File: src/rtl/dram_slink_init_pkg.sv
// Shared definitions for the DRAM serial-link bring-up sequencer:
// register map, CTRL bit positions, FSM state type and small helpers.
package dram_slink_init_pkg;

   localparam logic [7:0] SlinkRegCtrl     = 8'h00;
   localparam logic [7:0] SlinkRegIsolated = 8'h04;
   localparam logic [7:0] SlinkRegIsolate  = 8'h08;
   localparam logic [7:0] SlinkRegTxClkDiv = 8'h0C;

   localparam int unsigned CtrlClkEnaBit  = 0;
   localparam int unsigned CtrlResetNBit  = 1;
   localparam int unsigned SlinkMaxClkDiv = 1024;

   typedef enum logic [3:0] {
      S_IDLE    = 4'd0,
      S_W_CLKEN = 4'd1,
      S_W_ISO   = 4'd2,
      S_W_DIV   = 4'd3,
      S_W_RST   = 4'd4,
      S_W_DEISO = 4'd5,
      S_R_STAT  = 4'd6,
      S_GAP     = 4'd7,
      S_DONE    = 4'd8,
      S_FAIL    = 4'd9
   } slink_init_state_e;

   function automatic logic [31:0] slink_ctrl_word(input logic clk_ena, input logic reset_n);
      logic [31:0] w;
      w                = 32'h0000_0000;
      w[CtrlClkEnaBit] = clk_ena;
      w[CtrlResetNBit] = reset_n;
      return w;
   endfunction

   // A write state holds until its access is accepted; a bus error aborts the sequence.
   function automatic slink_init_state_e slink_write_next(
      input logic              acc,
      input logic              bus_err,
      input slink_init_state_e cur,
      input slink_init_state_e nxt
   );
      slink_init_state_e res;
      if (!acc) begin
         res = cur;
      end else if (bus_err) begin
         res = S_FAIL;
      end else begin
         res = nxt;
      end
      return res;
   endfunction

endpackage

File: src/rtl/dram_slink_init_ctrl_timer.sv
// Loadable down-counter used for the poll gap and the polling timeout.
// done_o is high while the count is zero.
module slink_init_timer #(
   parameter int unsigned Width = 8
) (
   input  logic             clk_i,
   input  logic             rst_ni,
   input  logic             load_i,
   input  logic [Width-1:0] load_val_i,
   input  logic             en_i,
   output logic             done_o
);

   logic [Width-1:0] cnt_q, cnt_d;

   always_comb begin
      cnt_d = cnt_q;
      if (load_i) begin
         cnt_d = load_val_i;
      end else if (en_i && (cnt_q != '0)) begin
         cnt_d = cnt_q - Width'(1);
      end else begin
         cnt_d = cnt_q;
      end
   end

   always_ff @(posedge clk_i or negedge rst_ni) begin
      if (!rst_ni) begin
         cnt_q <= '0;
      end else begin
         cnt_q <= cnt_d;
      end
   end

   assign done_o = (cnt_q == '0);

endmodule

File: src/rtl/dram_slink_init_ctrl.sv
// Bring-up sequencer for the DRAM serial link: drives the link's regbus config
// port through enable/reset/divider/de-isolation, then polls until the link is up.
module dram_slink_init_ctrl
   import dram_slink_init_pkg::*;
#(
   parameter int unsigned          AddrWidth     = 48,
   parameter int unsigned          DataWidth     = 32,
   parameter logic [AddrWidth-1:0] BaseAddr      = '0,
   parameter int unsigned          ClkDiv        = 8,
   parameter int unsigned          PollGap       = 16,
   parameter int unsigned          TimeoutCycles = 4096,
   parameter int unsigned          MaxRetries    = 3,
   localparam int unsigned         AttW          = (MaxRetries > 0) ? $clog2(MaxRetries + 1) : 1
) (
   input  logic                   clk_i,
   input  logic                   rst_ni,
   input  logic                   start_i,
   output logic                   busy_o,
   output logic                   done_o,
   output logic                   error_o,
   output logic [AttW-1:0]        attempt_o,
   output logic [AddrWidth-1:0]   reg_addr_o,
   output logic                   reg_write_o,
   output logic [DataWidth-1:0]   reg_wdata_o,
   output logic [DataWidth/8-1:0] reg_wstrb_o,
   output logic                   reg_valid_o,
   input  logic [DataWidth-1:0]   reg_rdata_i,
   input  logic                   reg_error_i,
   input  logic                   reg_ready_i
);

   localparam int unsigned     TmoW       = $clog2(TimeoutCycles + 1);
   localparam int unsigned     GapW       = $clog2(PollGap + 1);
   localparam logic [AttW-1:0] MaxAttempt = AttW'(MaxRetries);
   localparam logic [TmoW-1:0] TmoLoad    = TmoW'(TimeoutCycles);
   localparam logic [GapW-1:0] GapLoad    = GapW'(PollGap);

   slink_init_state_e state_q, state_d;
   slink_init_state_e retry_state_s;

   logic                   valid_q, valid_d;
   logic                   write_q, write_d;
   logic [AddrWidth-1:0]   addr_q, addr_d;
   logic [DataWidth-1:0]   wdata_q, wdata_d;
   logic [DataWidth/8-1:0] wstrb_q, wstrb_d;
   logic [AttW-1:0]        attempt_q, attempt_d;
   logic                   busy_q, done_q, error_q;

   logic                 acc_s, polling_s, stat_ok_s, restart_s, issue_s;
   logic                 acc_is_s, acc_wr_s;
   logic [7:0]           acc_off_s;
   logic [DataWidth-1:0] acc_data_s;
   logic                 tmo_load_s, tmo_en_s, tmo_done_s;
   logic                 gap_load_s, gap_en_s, gap_done_s;
   logic                 unused_rdata_s;

   assign acc_s          = valid_q & reg_ready_i;
   assign polling_s      = (state_q == S_R_STAT) || (state_q == S_GAP);
   assign stat_ok_s      = (reg_rdata_i[1:0] == 2'b00);
   assign restart_s      = start_i && ((state_q == S_IDLE) || (state_q == S_DONE) || (state_q == S_FAIL));
   assign retry_state_s  = (attempt_q < MaxAttempt) ? S_W_CLKEN : S_FAIL;
   assign unused_rdata_s = ^reg_rdata_i[DataWidth-1:2];

   slink_init_timer #(.Width(GapW)) i_gap_timer (
      .clk_i      (clk_i),
      .rst_ni     (rst_ni),
      .load_i     (gap_load_s),
      .load_val_i (GapLoad),
      .en_i       (gap_en_s),
      .done_o     (gap_done_s)
   );

   slink_init_timer #(.Width(TmoW)) i_tmo_timer (
      .clk_i      (clk_i),
      .rst_ni     (rst_ni),
      .load_i     (tmo_load_s),
      .load_val_i (TmoLoad),
      .en_i       (tmo_en_s),
      .done_o     (tmo_done_s)
   );

   always_ff @(posedge clk_i or negedge rst_ni) begin
      if (!rst_ni) begin
         state_q <= S_IDLE;
      end else begin
         state_q <= state_d;
      end
   end

   // A read accepted in the timeout cycle is judged first, so a good status still wins.
   always_comb begin
      state_d = state_q;
      case (state_q)
         S_IDLE, S_DONE, S_FAIL: begin
            if (start_i) begin
               state_d = S_W_CLKEN;
            end else begin
               state_d = state_q;
            end
         end
         S_W_CLKEN: state_d = slink_write_next(acc_s, reg_error_i, state_q, S_W_ISO);
         S_W_ISO:   state_d = slink_write_next(acc_s, reg_error_i, state_q, S_W_DIV);
         S_W_DIV:   state_d = slink_write_next(acc_s, reg_error_i, state_q, S_W_RST);
         S_W_RST:   state_d = slink_write_next(acc_s, reg_error_i, state_q, S_W_DEISO);
         S_W_DEISO: state_d = slink_write_next(acc_s, reg_error_i, state_q, S_R_STAT);
         S_R_STAT: begin
            if (acc_s) begin
               if (reg_error_i) begin
                  state_d = S_FAIL;
               end else if (stat_ok_s) begin
                  state_d = S_DONE;
               end else if (tmo_done_s) begin
                  state_d = retry_state_s;
               end else begin
                  state_d = S_GAP;
               end
            end else if (!valid_q && tmo_done_s) begin
               state_d = retry_state_s;
            end else begin
               state_d = S_R_STAT;
            end
         end
         S_GAP: begin
            if (tmo_done_s) begin
               state_d = retry_state_s;
            end else if (gap_done_s) begin
               state_d = S_R_STAT;
            end else begin
               state_d = S_GAP;
            end
         end
         default: state_d = S_IDLE;
      endcase
   end

   // Requests are only raised from an idle bus, which leaves one idle cycle after each acceptance.
   always_comb begin
      acc_is_s   = 1'b1;
      acc_wr_s   = 1'b1;
      acc_off_s  = SlinkRegCtrl;
      acc_data_s = '0;
      case (state_q)
         S_W_CLKEN: begin
            acc_off_s  = SlinkRegCtrl;
            acc_data_s = DataWidth'(slink_ctrl_word(1'b1, 1'b0));
         end
         S_W_ISO: begin
            acc_off_s  = SlinkRegIsolate;
            acc_data_s = DataWidth'(32'h0000_0003);
         end
         S_W_DIV: begin
            acc_off_s  = SlinkRegTxClkDiv;
            acc_data_s = DataWidth'(ClkDiv);
         end
         S_W_RST: begin
            acc_off_s  = SlinkRegCtrl;
            acc_data_s = DataWidth'(slink_ctrl_word(1'b1, 1'b1));
         end
         S_W_DEISO: begin
            acc_off_s  = SlinkRegIsolate;
            acc_data_s = '0;
         end
         S_R_STAT: begin
            acc_off_s = SlinkRegIsolated;
            acc_wr_s  = 1'b0;
         end
         default: begin
            acc_is_s = 1'b0;
            acc_wr_s = 1'b0;
         end
      endcase

      issue_s = acc_is_s && !valid_q && (state_d == state_q);
      valid_d = valid_q;
      write_d = write_q;
      addr_d  = addr_q;
      wdata_d = wdata_q;
      wstrb_d = wstrb_q;
      if (acc_s) begin
         valid_d = 1'b0;
      end else if (issue_s) begin
         valid_d = 1'b1;
         write_d = acc_wr_s;
         addr_d  = BaseAddr + AddrWidth'(acc_off_s);
         wdata_d = acc_data_s;
         wstrb_d = '1;
      end else begin
         valid_d = valid_q;
      end

      tmo_load_s = (state_q == S_W_DEISO) && acc_s;
      tmo_en_s   = polling_s;
      gap_load_s = (state_q == S_R_STAT) && (state_d == S_GAP);
      gap_en_s   = (state_q == S_GAP);

      if (restart_s) begin
         attempt_d = '0;
      end else if (polling_s && (state_d == S_W_CLKEN)) begin
         attempt_d = attempt_q + AttW'(1);
      end else begin
         attempt_d = attempt_q;
      end
   end

   always_ff @(posedge clk_i or negedge rst_ni) begin
      if (!rst_ni) begin
         valid_q   <= 1'b0;
         write_q   <= 1'b0;
         addr_q    <= '0;
         wdata_q   <= '0;
         wstrb_q   <= '0;
         attempt_q <= '0;
         busy_q    <= 1'b0;
         done_q    <= 1'b0;
         error_q   <= 1'b0;
      end else begin
         valid_q   <= valid_d;
         write_q   <= write_d;
         addr_q    <= addr_d;
         wdata_q   <= wdata_d;
         wstrb_q   <= wstrb_d;
         attempt_q <= attempt_d;
         busy_q    <= (state_q != S_IDLE) && (state_q != S_DONE) && (state_q != S_FAIL);
         done_q    <= (state_q == S_DONE);
         error_q   <= (state_q == S_FAIL);
      end
   end

   assign busy_o      = busy_q;
   assign done_o      = done_q;
   assign error_o     = error_q;
   assign attempt_o   = attempt_q;
   assign reg_valid_o = valid_q;
   assign reg_write_o = write_q;
   assign reg_addr_o  = addr_q;
   assign reg_wdata_o = wdata_q;
   assign reg_wstrb_o = wstrb_q;

endmodule

File: config.mk
export PLATFORM = sky130hd
export DESIGN_NAME = dram_slink_init_ctrl
export DESIGN_NICKNAME = d
export VERILOG_FILES = /design/src/rtl/dram_slink_init_pkg.sv /design/src/rtl/dram_slink_init_ctrl_timer.sv /design/src/rtl/dram_slink_init_ctrl.sv
export SDC_FILE = /design/constraint.sdc
export NUM_CORES = 1
export LEC_CHECK = 0
export BUFFER_PORTS_ARGS = -buffer_cell sky130_fd_sc_hd__buf_4
export CORE_ASPECT_RATIO = 0.6
export CORE_MARGIN = 2
export CORE_UTILIZATION = 43
export CTS_CLUSTER_SIZE = 40
export DETAILED_ROUTE_END_ITERATION = 10
export GPL_ROUTABILITY_DRIVEN = 0
export PLACE_DENSITY_LB_ADDON = 0.05
export SYNTH_ARGS = -nofsm -noshare
export SYNTH_HDL_FRONTEND = slang
export SYNTH_HIERARCHICAL = 1
export SYNTH_SLANG_ARGS = --single-unit
File: constraint.sdc
create_clock -name clk_i -period 2.45 [get_ports clk_i]
set_input_delay 0.49 -clock clk_i [delete_from_list [all_inputs] [get_ports clk_i]]
set_output_delay 0.49 -clock clk_i [all_outputs]
set_load 0.05 [all_outputs]
After elaboration in Yosys (flattened, before gate mapping)

Index checks and enable logic that the tools add are counted.
Widths: inputs -> output; s select.

Register bits: 70
Bits of input ports: 37

Add/sub/neg operators: 3
Magnitude comparators: 1
Eq/ne operators: 14
Multiplexer cells: 32
Bitwise gates (word level): 2
Reduce and logical (&&, ||, !) cells: 32

Operators by type and width:

| cell                  | count |
|---|---|
| $mux 4                | 18 |
| $pmux 4 s8            | 1 |
| $mux 13               | 2 |
| $pmux 4 s3            | 2 |
| $eq 4x3->1 const B    | 5 |
| $logic_not 13->1      | 1 |
| $reduce_bool 13->1    | 1 |
| $sub 13x1->13 const B | 1 |
| $logic_and 1x1->1     | 11 |
| $mux 5                | 2 |
| $eq 4x1->1 const B    | 2 |
| $eq 4x2->1 const B    | 2 |
| $eq 4x4->1 const B    | 2 |
| $ne 4x4->1 const B    | 2 |
| $reduce_bool 2->1     | 4 |
| $reduce_or 6->1       | 1 |
| $logic_not 5->1       | 1 |
| $mux 1                | 5 |
| $reduce_bool 5->1     | 1 |
| $reduce_or 5->1       | 1 |
| $sub 5x1->5 const B   | 1 |
| $eq 4x4->1            | 1 |
| $logic_not 4->1       | 1 |
| $mux 2                | 2 |
| 11 further kinds      | 14 |

Depth between registers and ports, before layout

Gate-level depths: netlist of run 1.

Depth in word-level cells: 11
Mapped depth: 11

Cells and area by module

The synthesis of run 1 kept the hierarchy.

By module, submodules not included:

| module                         | instances | cells an instance | area each (um2) | sequential area each (um2) |
|---|---|---|---|---|
| dram_slink_init_ctrl           | 1         | 185               | 1,670.4         | 425.4 |
| slink_init_timer (i_tmo_timer) | 1         | 103               | 898.4           | 325.3 |
| slink_init_timer (i_gap_timer) | 1         | 32                | 304.0           | 125.1 |

Worst setup path before layout of run 1

Ideal clock, no wire load.

Path type: reg2reg
Start: register i_tmo_timer.cnt_q[0]
End: register addr_q[2] (netlist: reg_addr_o[2])
Setup time: 0.125 ns
Arrival time: 2.445 ns
Data required time: 2.325 ns
Slack: -0.120 ns
Cell stages (with the launch flop): 11
Path buffers: 0
Period minus slack after synthesis: 2.570 ns
Cells stage by stage: dfrtp_1 > inv_1 > ha_1 > nor4b_4 > nand4_4 > inv_1 > a22oi_1 > a2111oi_2 > nor3_4 > o21ai_4 > mux2_4

Longest elaborated chain between the ends: 9

Ends and longest elaborated chain:

| what                           | RTL line                         | RTL |
|---|---|---|
| from (decl)                    | dram_slink_init_ctrl_timer.sv:14 | `logic [Width-1:0] cnt_q, cnt_d;` |
| from (signal assigned)         | dram_slink_init_ctrl_timer.sv:31 | `cnt_q <= cnt_d;` |
| $logic_not 13->1 (*)           | dram_slink_init_ctrl_timer.sv:35 | `assign done_o = (cnt_q == '0);` |
| named net tmo_done_s           | dram_slink_init_ctrl.sv:53       | `logic tmo_load_s, tmo_en_s, tmo_done_s;` |
| $mux 4                         | dram_slink_init_ctrl.sv:112      | `end else if (tmo_done_s) begin` |
| $mux 4                         | dram_slink_init_ctrl.sv:110      | `end else if (stat_ok_s) begin` |
| $mux 4                         | dram_slink_init_ctrl.sv:108      | `if (reg_error_i) begin` |
| $mux 4                         | dram_slink_init_ctrl.sv:107      | `if (acc_s) begin` |
| $pmux 4 s8 (*)                 | dram_slink_init_ctrl.sv:93       | `case (state_q)` |
| $eq 4x4->1 (*)                 | dram_slink_init_ctrl.sv:173      | `issue_s = acc_is_s && !valid_q && (state_d == state_q);` |
| $logic_and 1x1->1 (*)          | dram_slink_init_ctrl.sv:173      |  |
| $reduce_and 2->1 (no line) (*) | n/a                              |  |
| to (signal assigned)           | dram_slink_init_ctrl.sv:219      | `addr_q <= addr_d;` |
| to (decl)                      | dram_slink_init_ctrl.sv:43       | `logic [AddrWidth-1:0] addr_q, addr_d;` |

The timed path passes the listed nets; every way through them passes the cells marked *.
A chain may end at the register's enable or synchronous reset.

Worst setup path after layout of run 1

Start: register i_tmo_timer.cnt_q[0]
End: register addr_q[3] (netlist: reg_addr_o[3])

The elaborated chain is that of the path after synthesis.

==> results.txt, run 1 <==
- Buffers inserted during clock tree synthesis total 5.
- The die is 67.3 µm tall.
- Placeable Area: 0.00656 mm²
* Growth of design area from synthesis to finish: 19.7%
- Across the whole layout, storage elements account for 876 µm².
* CTS Hold Bufs: 0
- Die boundary width: 110 µm
- The max-slew violation total from the final report came to 0.
- Die Footprint: 0.00737 mm²
- After detailed routing, the average wire length per cell comes to 12.7 µm.
- The layout has 624 filler cells.
- Maximum VDD drop: 0.000585 V
- Wire length after detailed routing: 6250 µm
* Post-synth EDFFs: 0
- The largest total area in the synthesized netlist belongs to dfrtp_1.
- Time the worst path needs with I/O delays and setup: 2.45 ns
- PD cells: 999 mW/mm²
* Number of global-route vias before repair: 1909
- Total via count in the routed design: 2224
- Clock sink total: 35
- Synth warnings: 6
* Data arrival time of the critical path: 2.63 ns
- Post-route clock period utilization: 99.8%
* Antenna violations before repair: 0
- The first global-routing pass estimated 9960 µm of wire.
* Number of nets with antenna violations after detailed routing: 0
- After routing the design area is 0.00344 mm².
- Ant diodes: 0
* Share of the synthesized area in the top cell type: 30.5%
- Final core occ: 52.4%
* FMAX: 409 MHz
- Setup violations remaining at the end of the flow were counted as 0.
- Top area cells in the synthesized netlist: dfrtp_1 30%, buf_4 21%, nor2_1 3.0%
* Initial Utilization: 43.8%
- Share of final-layout standard cells stronger than drive strength 1: 29.1%
* Number of standard cells in the final layout excluding fillers: 493
* Iteration-0 DRC count of the detailed router: 155
- Combinational cells account for 57.9% of the total power.
- Share of total power consumed by net switching: 45.2%
- For this run, design rule violations remaining after detail routing come to 0.
* Number of cells produced by synthesis: 320
- Total standard cell area after synthesis: 0.00287 mm²
- Inst Count DP: 480
* First-pass DRT Iterations: 4
* RSZ-0062 raised after global routing: true
- Type of the setup path with the least slack: flip-flop to flip-flop
- The wire-length estimate of the detail-placed layout is 4840 µm.
- The worst setup path is captured at a flip-flop.
- Dividing the detail-routed via count by the number of cells gives 4.51.
- The count of endpoints failing hold in the final timing report came to 0.
- In this run the worst path has a maximum fanout of 5.
- Async set-reset flop share out of synthesis: 100%
- Global route overflow: 0
- The clock network burns 16.4% of the power.
* Synthesized-area fraction occupied by ao, oa, aoi and oai cells: 14.8%
- Counting flops and latches in the post-synthesis netlist gives 35.
- The cell sitting at the root of the clock tree is a clkbuf_8.
- TritonCTS built the clock tree.
* Combinational family with the most area after synthesis: buffers and inverters
* Status: complete, no violations
* Standby leakage power: 0.00168 µW
* Fraction of synthesized area in multiplexers: 4.27%
* Netlist cell types: 73
- Each instance of the synthesized netlist takes up on average 8.98 µm².
- Summed over all nets, the switching power comes to 1550 µW.
* Insertion delay to the later sink of the worst-skew pair: 0.30 ns
- The clock arrives with 0.00689 ns of skew.
- Post-synthesis share of cell area spent on full adders, half adders and majority gates: 1.74%
* Fraction of synthesized cell area in xor and xnor cells: 0.915%
* Buffers from clock root to sink, at most: 2
- In the final layout, the multi-input gates occupy 0.00169 mm².
- Of the synthesized area, sequential elements account for 30.5%.
- Max-cap violations in this run came to 0.
* Placement Rows: 23
* Main flop type after synthesis: dfrtp_1
- Sequential group share of total power: 25.7%
- Final nets: 446
- In this run the cell area measured after placement is 0.00323 mm².
- Data required, critical path: 2.64 ns
- Clock-pin slew reported for the worst setup and hold paths after clock tree synthesis: 0.08 ns
- Pin count of the biggest net entering global routing: 36
* IO Pins: 128
- Summed negative setup slack over all endpoints: 0 ns
* Path type of the worst min-delay path: input port to async pin
- The worst setup path is launched from a flip-flop.
* Simple-gate share of the synthesized area: 23.2%
* Internal Power: 1880 µW
- Total of buffers placed on input and output ports: 22
* Total number of H-tree levels: 2
- Gr usage total: 18.2%
==> synthesized netlist by cell type (all sizes together) (4+ instances only) <==
cell type	instances
buf	82
dfrtp	35
nor2	23
nand2	21
inv	18
o21ai	14
a21oi	12
mux2	6
nand2b	6
nor3	6
and3	5
clkbuf	5
nand4	5
nor2b	5
ha	4
mux2i	4
nand3	4
or3	4
==> sequential cells by signal (all words and copies together), names as in the netlist <==
signal	cells
i_gap_timer/cnt_q	5
state_q	4
reg_addr_o	2
reg_wstrb_o	1
reg_valid_o	1
reg_write_o	1
i_tmo_timer/cnt_q	13
attempt_o	2
done_o	1
busy_o	1
error_o	1
reg_wdata_o	3
==> worst paths after layout <==
check                                startpoint                   end  slack, ns  cells after the start
min reg2reg                      reg_wdata_o[3]        reg_wdata_o[3]       0.51                      1
max reg2reg                i_tmo_timer/cnt_q[0]         reg_addr_o[3]      0.005                     11
max                        i_tmo_timer/cnt_q[0]         reg_addr_o[3]      0.005                     11
max in group asynchronous                rst_ni  i_gap_timer/cnt_q[0]       1.97                      1
min in group clk_i               reg_wdata_o[3]        reg_wdata_o[3]       0.51                      1
min                                      rst_ni        reg_wdata_o[3]       0.15                      1
==> placed cells by master (no fill, tap or decap), types with 3 or more instances in the layout <==
master | netlist | routed
conb_1 | 2 | 93
buf_4 | 80 | 71
dfrtp_1 | 35 | 35
nor2_1 | 23 | 23
nand2_1 | 21 | 21
inv_1 | 17 | 14
a21oi_1 | 11 | 11
o21ai_0 | 12 | 10
nand2b_1 | 6 | 6
clkbuf_8 | 0 | 6
inv_2 | 1 | 4
nand3_1 | 4 | 4
and3_1 | 4 | 4
mux2i_1 | 4 | 4
mux2_4 | 4 | 4
nor2b_1 | 4 | 4
nand4_1 | 4 | 4
nor3_1 | 4 | 3
a31oi_1 | 3 | 3
or3_1 | 3 | 3
a211o_1 | 3 | 3
a211oi_1 | 3 | 3
ha_1 | 4 | 3
o31a_1 | 3 | 3
and2_1 | 3 | 3
==> repair_timing <==
item / in CTS / in global routing
buffers inserted: 3 / 2
gates resized for setup: 9 / 5
pin swaps: 5 / 6
endpoints found under the setup margin: 15 / 15
==> logic make-up (layout without fill, tap and decap cells) <==
kind of cell | after synthesis | in the layout
AO/OA/AOI/OAI | 59 | 59
AND/OR/NAND/NOR | 102 | 102
flip-flops | 35 | 35
other | 2 | 93
adder cells (fa/ha/maj) | 4 | 4
multiplexers | 10 | 10
XOR/XNOR | 3 | 3
buffers and inverters | 105 | 100
==> power by group through the flow <==
stage	clock, µW	sequential [µW]	combinational (µW)
floorplan	0	1100	1170
global placement	0	889	1900
detailed placement	0	892	1910
CTS	579	884	1960
global route	608	906	2140
finish	564	882	1990
==> layer usage <==
layer	wire [µm]	track usage, %	vias to the layer above
li1	-	-	1115
met1	3350	28.8	1010
met2	2390	23.9	94
met3	445	3.76	5
met4	64	6.17	0
met5	0	0	-
==> worst max-delay path: stages (launching register included) <==
cell     delay (ns)
dfrtp_1        0.41
inv_2          0.09
ha_4           0.13
nor4b_4        0.30
nand4_4        0.14
inv_2          0.09
buf_4          0.11
o21ai_2        0.06
o211a_1        0.29
buf_6          0.15
o21ai_4        0.24
mux2_4         0.32
==> metrics by stage <==
step	hold slack [ns]	power [µW]	setup slack (ns)
after floorplan	0.194	2260	0.00698
after global placement	0.487	2790	-0.341
after detailed placement	0.487	2800	-0.361
after CTS	0.163	3430	-0.0391
after global routing	0.187	3660	-0.133
final	0.152	3440	0.00500
==> final cells by class <==
class                      instances  area share, %
clock inverter                     2           1.02
inverter                          18           1.97
tap                               87           3.17
clock buffer                       6           2.40
sequential                        35           25.5
timing repair buffer              74           16.7
multi-input combinational        271           49.2
Note: power is estimated with default switching activity, not from simulation.
==> inputs of run 2 (changes only) <==
- CORE_UTILIZATION: 43 -> 49
- clock period: 2.45 -> 3.03 ns (I/O delays scaled with it)
==> results.txt, run 2 (synthesis results as in run 1) <==
- The layout-stage area growth over the synthesis result is 4.49% (was 19.7%).
- CP Capture Type: flip-flop (unchanged)
* Reg2reg path depth: 11 (unchanged)
- R2r setup slk: 0.51 ns (was 0.005 ns)
* Ant diodes: 0 (unchanged)
* Post-CTS resize count: 0 (was 9)
- Global route overflow: 0 (unchanged)
- Pin count of the biggest net entering global routing: 36 (unchanged)
- Final count of negative-setup-slack endpoints: 0 (unchanged)
- Critical register-to-register path endpoint: reg_addr_o[3] (unchanged)
* Count of pins over their slew limit: 0 (unchanged)
* Die Footprint: 0.00651 mm² (was 0.00737 mm²)
- Die boundary width: 103 µm (was 110 µm)
- The global-route wire length before repair came to 8590 µm (was 9960 µm).
* Crit path max fanout: 7 (was 5)
- Placeable Area: 0.00562 mm² (was 0.00656 mm²)
- The area of placed instances came to 0.00292 mm² (was 0.00323 mm²).
- The worst voltage drop across the vdd grid is 0.000367 V (was 0.000585 V).
* Clock sink total: 35 (unchanged)
- Actual transition at the worst max-transition pin: 0.590 ns
- The maximum count of clock buffers along a single path was 2 (unchanged).
- FMAX: 397 MHz (was 409 MHz)
- The post-layout worst setup margin came to 0.510 ns (was 0.00500 ns).
- Gr usage total: 17.0% (was 18.2%)
- Type of origin of the critical path: flip-flop (unchanged)
* Maximum clock skew at final layout: 0.00340 ns (was 0.00689 ns)
- The cell with the largest stage delay on the worst path is dfrtp_1 (unchanged).
- The fraction of layout instances using a drive strength above 1 came to 17.9% (was 29.1%).
* Delay of the slowest cell on the worst path: 0.42 ns (was 0.41 ns)
- Registers with the most flip-flops: i_tmo_timer/cnt_q (13), i_gap_timer/cnt_q (5), state_q (4) (unchanged)
* RSZ-0062 raised after global routing: false (was true)
* Antenna violations before repair: 0 (unchanged)
- Post-route clock period utilization: 83.2% (was 99.8%)
- PD cells: 770 mW/mm² (was 999 mW/mm²)
- The flip-flop count of the largest register after layout came to 13 (unchanged).
* Data arrival time of the critical path: 2.70 ns (was 2.63 ns)
* Initial Utilization: 51.1% (was 43.8%)
* Max-cap violations: 0 (unchanged)
* Placement Rows: 21 (was 23)
* Time the worst path needs with I/O delays and setup: 2.52 ns (was 2.45 ns)
- Most common library cell in the layout ignoring fill and taps: conb_1 (unchanged)
- Top cell by count, worst path: inv_1 (was inv_2)
- The setup TNS was 0 ns (unchanged).
- The count of port buffers added during placement was 22 (unchanged).
- Multi-input combinational cell area: 0.00164 mm² (was 0.00169 mm²)
* Total clock buffers created by CTS: 5 (unchanged)
- The worst-skew pair later-pin latency is 0.29 ns (was 0.30 ns).
- The class of the worst hold path was input port to async pin (unchanged).
* Vias per std cell: 4.66 (was 4.51)
- Inst Count DP: 435 (was 480)
* Design area: 0.00300 mm² (was 0.00344 mm²)
* Routed wirelength normalized by instance count: 12.2 µm (was 12.7 µm)
* Total via count in the routed design: 2065 (was 2224)
- The root buffer cell was clkbuf_8 (unchanged).
- The worst pin sits at a relative slew slack of 60.7%.
- The filler-free cell count of the finished design came to 443 (was 493).
- Final nets: 403 (was 446)
- The worst slack after detailed placement came to 0.504 ns (was -0.361 ns).
- The placed wire-length estimate after detailed placement came to 4040 µm (was 4840 µm).
- Count of filler cells inserted in the layout: 549 (was 624)
* Top library cells by usage in the layout, fill and taps aside: 93 x conb_1, 35 x dfrtp_1, 31 x buf_4 (was 93 x conb_1, 71 x buf_4, 35 x dfrtp_1)
* Status: complete, no violations (unchanged)
- The worst endpoint required time is 3.21 ns (was 2.64 ns).
* Total number of H-tree levels: 2 (unchanged)
- IO Pins: 128 (unchanged)
- List of cells traversed by the critical path: inv_1, ha_1, nor4b_4, nand4_4, inv_1, a22oi_1, a2111oi_2, buf_4, nor3_4, o21ai_4, mux2_4 (was inv_2, ha_4, nor4b_4, nand4_4, inv_2, buf_4, o21ai_2, o211a_1, buf_6, o21ai_4, mux2_4).
* Wire length after detailed routing: 5390 µm (was 6250 µm)
- The via count of the first global-routing pass came to 1665 (was 1909).
- Iteration-0 DRC count of the detailed router: 177 (was 155)
* Clock tree from TritonCTS: built (unchanged)
- Post-CTS repair timing setup buffer count: 0 (was 3)
- The detailed-routing iteration count for the pre-antenna-repair pass was 4 (unchanged).
- CTS Hold Bufs: 0 (unchanged)
- The startpoint of the lowest-slack register-to-register path is i_tmo_timer/cnt_q[0] (unchanged).
- The count of unresolved DRC violations after routing is 0 (unchanged).
- The residual antenna-violating net count after detailed routing came to 0 (unchanged).
* Area used by sequential logic in the layout: 876 µm² (unchanged)
- The count of endpoints failing hold in the final timing report is 0 (unchanged).
- DIE HEIGHT: 63.3 µm (was 67.3 µm)
- The clock-pin slew reported for the worst setup and hold paths after clock tree synthesis is 0.07 ns (was 0.08 ns).
- The register containing the most flip-flops in the final layout was i_tmo_timer/cnt_q (unchanged).
- The leakage power figure is 0.00144 µW (was 0.00168 µW).
- Type of the setup path with the least slack: flip-flop to flip-flop (unchanged)
## run 2: power breakdown
part / internal [µW] / switching [µW] / leakage (µW)
clock network: 161 / 172 / 0.0000422
registers: 602 / 199 / 0.000396
logic: 408 / 769 / 0.00100
total: 1170 / 1140 / 0.00144
## run 2: critical path: cells and delay by family (launching register included)
| family | cells | cell delay [ns] |
|---|---|---|
| AOI/OAI and AO/OA | 3 | 0.61 |
| buffers and inverters | 3 | 0.38 |
| and+or+nand+nor | 3 | 0.49 |
| DFF | 1 | 0.42 |
| muxes | 1 | 0.33 |
| adders and majority gates | 1 | 0.18 |
## run 2: metal layers
| metal | share of wire (%) | up-vias | GRT usage, % |
|---|---|---|---|
| met3 | 7.3 | 2 | 4.33 |
| met1 | 55 | 951 | 28.5 |
| met2 | 38 | 89 | 21.2 |
| met4 | 0.32 | 0 | 3.45 |
| li1 | - | 1023 | - |
| met5 | 0 | - | 0 |
## run 2: stage by stage
stage,utilization (%),hold slack [ns],total power [µW]
final,53.4,0.276,2310
after global routing,53.4,0.297,2470
after detailed placement,51.9,0.491,1980
after floorplan,-,0.310,1820
after global placement,51.9,0.490,1980
after CTS,53.4,0.286,2320
## run 2: worst max path at each step
| stage | startpoint | end | cells after the start |
|---|---|---|---|
| 2_1_floorplan | i_tmo_timer/cnt_q[0] | reg_addr_o[2] | 10 |
| 3_3_place_gp | i_tmo_timer/cnt_q[0] | reg_write_o | 11 |
| 3_5_place_dp | i_tmo_timer/cnt_q[0] | reg_addr_o[2] | 11 |
| 4_1_cts | i_tmo_timer/cnt_q[0] | reg_addr_o[3] | 11 |
| 5_1_grt | i_tmo_timer/cnt_q[0] | reg_addr_o[3] | 11 |
| 6_report | i_tmo_timer/cnt_q[0] | reg_addr_o[3] | 11 |
## run 2: final cells by class
cell class,instances,area share (%)
multi-input cells,271,54.8
flip-flops and latches,35,29.2
clock inverters,1,0.167
clock buffers,7,2.54
inverters,18,2.25
well taps,80,3.33
repair buffers,31,7.75
==> inputs of run 3 (changes only) <==
- CORE_UTILIZATION: 49 -> 48
- clock period: 3.03 -> 2.4 ns (I/O delays scaled with it)
==> results.txt, run 3 (synthesis results as in run 1) <==
* Status: complete, no violations (unchanged)
- The type of element capturing the critical path is a flip-flop (unchanged).
- Number of global-route vias before repair: 1810 (was 1665)
* Part of the total power dissipated in the clock network: 14.5% (was 14.4%)
- Most common library cell in the layout ignoring fill and taps: conb_1 (unchanged)
- CP Buf/Inv Count: 3 (unchanged)
- Wire length of the first global-routing pass: 9180 µm (was 8590 µm)
- The relative contribution of combinational cells to total power was 56.8% (was 50.9%).
* Die Footprint: 0.00664 mm² (was 0.00651 mm²)
- The highest clock rate came to 427 MHz (was 397 MHz).
- Number of nets with antenna violations after detailed routing: 0 (unchanged)
* Total number of H-tree levels: 2 (unchanged)
* Routed wirelength normalized by instance count: 12.1 µm (was 12.2 µm)
- Max FFs per register: 13 (unchanged)
- The pin count of the biggest net entering global routing came to 36 (unchanged).
- The worst endpoint required time is 2.57 ns (was 3.21 ns).
- The worst slack after detailed placement is -0.0578 ns (was 0.504 ns).
* Setup crit start: i_tmo_timer/cnt_q[1] (was i_tmo_timer/cnt_q[0])
- Crit path max fanout: 5 (was 7)
- Top library cells by usage in the layout, fill and taps aside: 93 x conb_1, 54 x buf_4, 35 x dfrtp_1 (was 93 x conb_1, 35 x dfrtp_1, 31 x buf_4).
* Clock tree from TritonCTS: built (unchanged)
- The via count of the routed design was 2124 (was 2065).
- IO Pins: 128 (unchanged)
- Count of pins over their slew limit: 0 (unchanged)
- Placeable Area: 0.00568 mm² (was 0.00562 mm²)
* Worst flop-to-flop path startpoint: i_tmo_timer/cnt_q[1] (was i_tmo_timer/cnt_q[0])
- Wire length after detailed routing: 5650 µm (was 5390 µm)
* Final count of negative-setup-slack endpoints: 0 (unchanged)
- Die boundary width: 104 µm (was 103 µm)
* Internal Power: 1720 µW (was 1170 µW)
- The count of unresolved DRC violations after routing came to 0 (unchanged).
* Total of buffers placed on input and output ports: 22 (unchanged)
- The height of the chip was 63.9 µm (was 63.3 µm).
- The placed wire-length estimate after detailed placement came to 4410 µm (was 4040 µm).
* Data arrival time of the critical path: 2.52 ns (was 2.70 ns)
- The most numerous cell on the critical path is inv_2 (was inv_1).
- The worst-skew pair later-pin latency came to 0.29 ns (about the same).
* RSZ-0062 raised after global routing: true (was false)
* Total clock buffers created by CTS: 5 (unchanged)
* Final core occ: 56.8% (was 53.4%)
* Type of origin of the critical path: flip-flop (unchanged)
- List of cells traversed by the critical path: inv_2, ha_4, nor4b_4, nand4_4, inv_2, buf_4, o21ai_1, o211a_1, o21ai_4, mux2_4 (was inv_1, ha_1, nor4b_4, nand4_4, inv_1, a22oi_1, a2111oi_2, buf_4, nor3_4, o21ai_4, mux2_4)
* Time the worst path needs with I/O delays and setup: 2.34 ns (was 2.52 ns)
- Clock Root Buffer: clkbuf_8 (unchanged)
- Registers with the most flip-flops: i_tmo_timer/cnt_q (13), i_gap_timer/cnt_q (5), state_q (4) (unchanged)
* Standby leakage power: 0.00156 µW (was 0.00144 µW)
- The worst voltage drop across the vdd grid came to 0.000642 V (was 0.000367 V).
- Buffers from clock root to sink, at most: 2 (unchanged)
* Iteration-0 DRC count of the detailed router: 130 (was 177)
- The global route total overflow was 0 (unchanged).
- CTS Hold Bufs: 0 (unchanged)
* Share of total power consumed by net switching: 46.7% (was 49.3%)
- The detailed-route vias per instance came to 4.56 (was 4.66).
- Post-route clock period utilization: 97.6% (was 83.2%)
* Antenna violations before repair: 0 (unchanged)
- Path type of the worst min-delay path: input port to async pin (unchanged)
- The layout-stage area growth over the synthesis result is 12.2% (was 4.49%).
* Setup slack after layout: 0.0567 ns (was 0.510 ns)
- The total power after layout came to 3230 µW (was 2310 µW).
* Share of final-layout standard cells stronger than drive strength 1: 24.4% (was 17.9%)
* Cell with the largest stage delay on the worst path: dfrtp_1 (unchanged)
- The register containing the most flip-flops in the final layout was i_tmo_timer/cnt_q (unchanged).
* Clock-pin slew reported for the worst setup and hold paths after clock tree synthesis: 0.07 ns (about the same)
- The cell area power density is 1000 mW/mm² (was 770 mW/mm²).
- Ant diodes: 0 (unchanged)
- The overall track demand over capacity in global routing is 17.5% (was 17.0%).
* Max-cap violations: 0 (unchanged)
* Number of failing hold endpoints at the final stage: 0 (unchanged)
- The stage delay of the slowest cell on the critical path came to 0.39 ns (was 0.42 ns).
- The clock sink count came to 35 (unchanged).
- The worst-case clock skew came to 0.00224 ns (was 0.00340 ns).
- The starting utilization of the core area came to 50.6% (was 51.1%).
- The number of rows created at floorplan was 21 (unchanged).
* Sequential group share of total power: 28.6% (was 34.7%)
* Final nets: 426 (was 403)
* First-pass DRT Iterations: 4 (unchanged)
* Net Sw Power: 1510 µW (was 1140 µW)
- Dominant delay contributor by cell family on the critical path: compound AO/OA/AOI/OAI gates (unchanged)
- The type of the worst setup path is flip-flop to flip-flop (unchanged).
## run 3: final timing paths
path / to / slack (ns) / cells after the start
worst max-delay path: reg_wdata_o[0] / 0.06 / 10
worst min-delay path: i_tmo_timer/cnt_q[2] / 0.14 / 1
worst max register to register: reg_wdata_o[0] / 0.06 / 10
worst min register to register: reg_wdata_o[3] / 0.51 / 1
max in group asynchronous: reg_addr_o[2] / 1.94 / 1
min in group clk_i: reg_wdata_o[3] / 0.51 / 1
## run 3: power groups by stage
stage	clock (µW)	combinational (µW)	sequential (µW)
finish	470	1840	925
global route	524	1970	944
CTS	492	1800	921
detailed placement	0	1770	929
global placement	0	1770	926
floorplan	0	1190	1120
## run 3: what timing repair did
item,CTS,global route
buffers inserted,2,2
cloned,0,0
resized for setup,3,4
pin swaps,6,4
setup endpoints to repair,9,15
## run 3: final cells by class
class                   count  area [µm²]
inverters                  18        67.6
fillers                   515        2450
well taps                  80         100
multi-input cells         271        1670
repair buffers             54         405
flip-flops and latches     35         876
clock buffers               8         100
## run 3: per-stage QoR
| stage | TNS [ns] | std cells | instance area, µm² | hold slack (ns) |
|---|---|---|---|---|
| final | 0 | 466 | 3220 | 0.143 |
| after floorplan | 0 | 411 | 3230 | 0.184 |
| after global routing | -0.233 | 466 | 3220 | 0.170 |
| after detailed placement | -0.310 | 454 | 3080 | 0.474 |
| after CTS | -0.0200 | 464 | 3200 | 0.157 |
| after global placement | -0.0179 | 454 | 3080 | 0.473 |
## run 3: layer usage
metal / global-route usage, % / share of wire, %
met1: 27.3 / 53
met2: 21.9 / 37
met3: 5.61 / 9.4
met4: 6.08 / 1.1
met5: 0 / 0
## run 3: worst register-to-register path, stage by stage, from the launching register on
cell and delay, ns:
dfrtp_1 0.39, inv_2 0.09, ha_4 0.14, nor4b_4 0.26
nand4_4 0.14, inv_2 0.09, buf_4 0.13, o21ai_1 0.08
o211a_1 0.28, o21ai_4 0.29, mux2_4 0.33
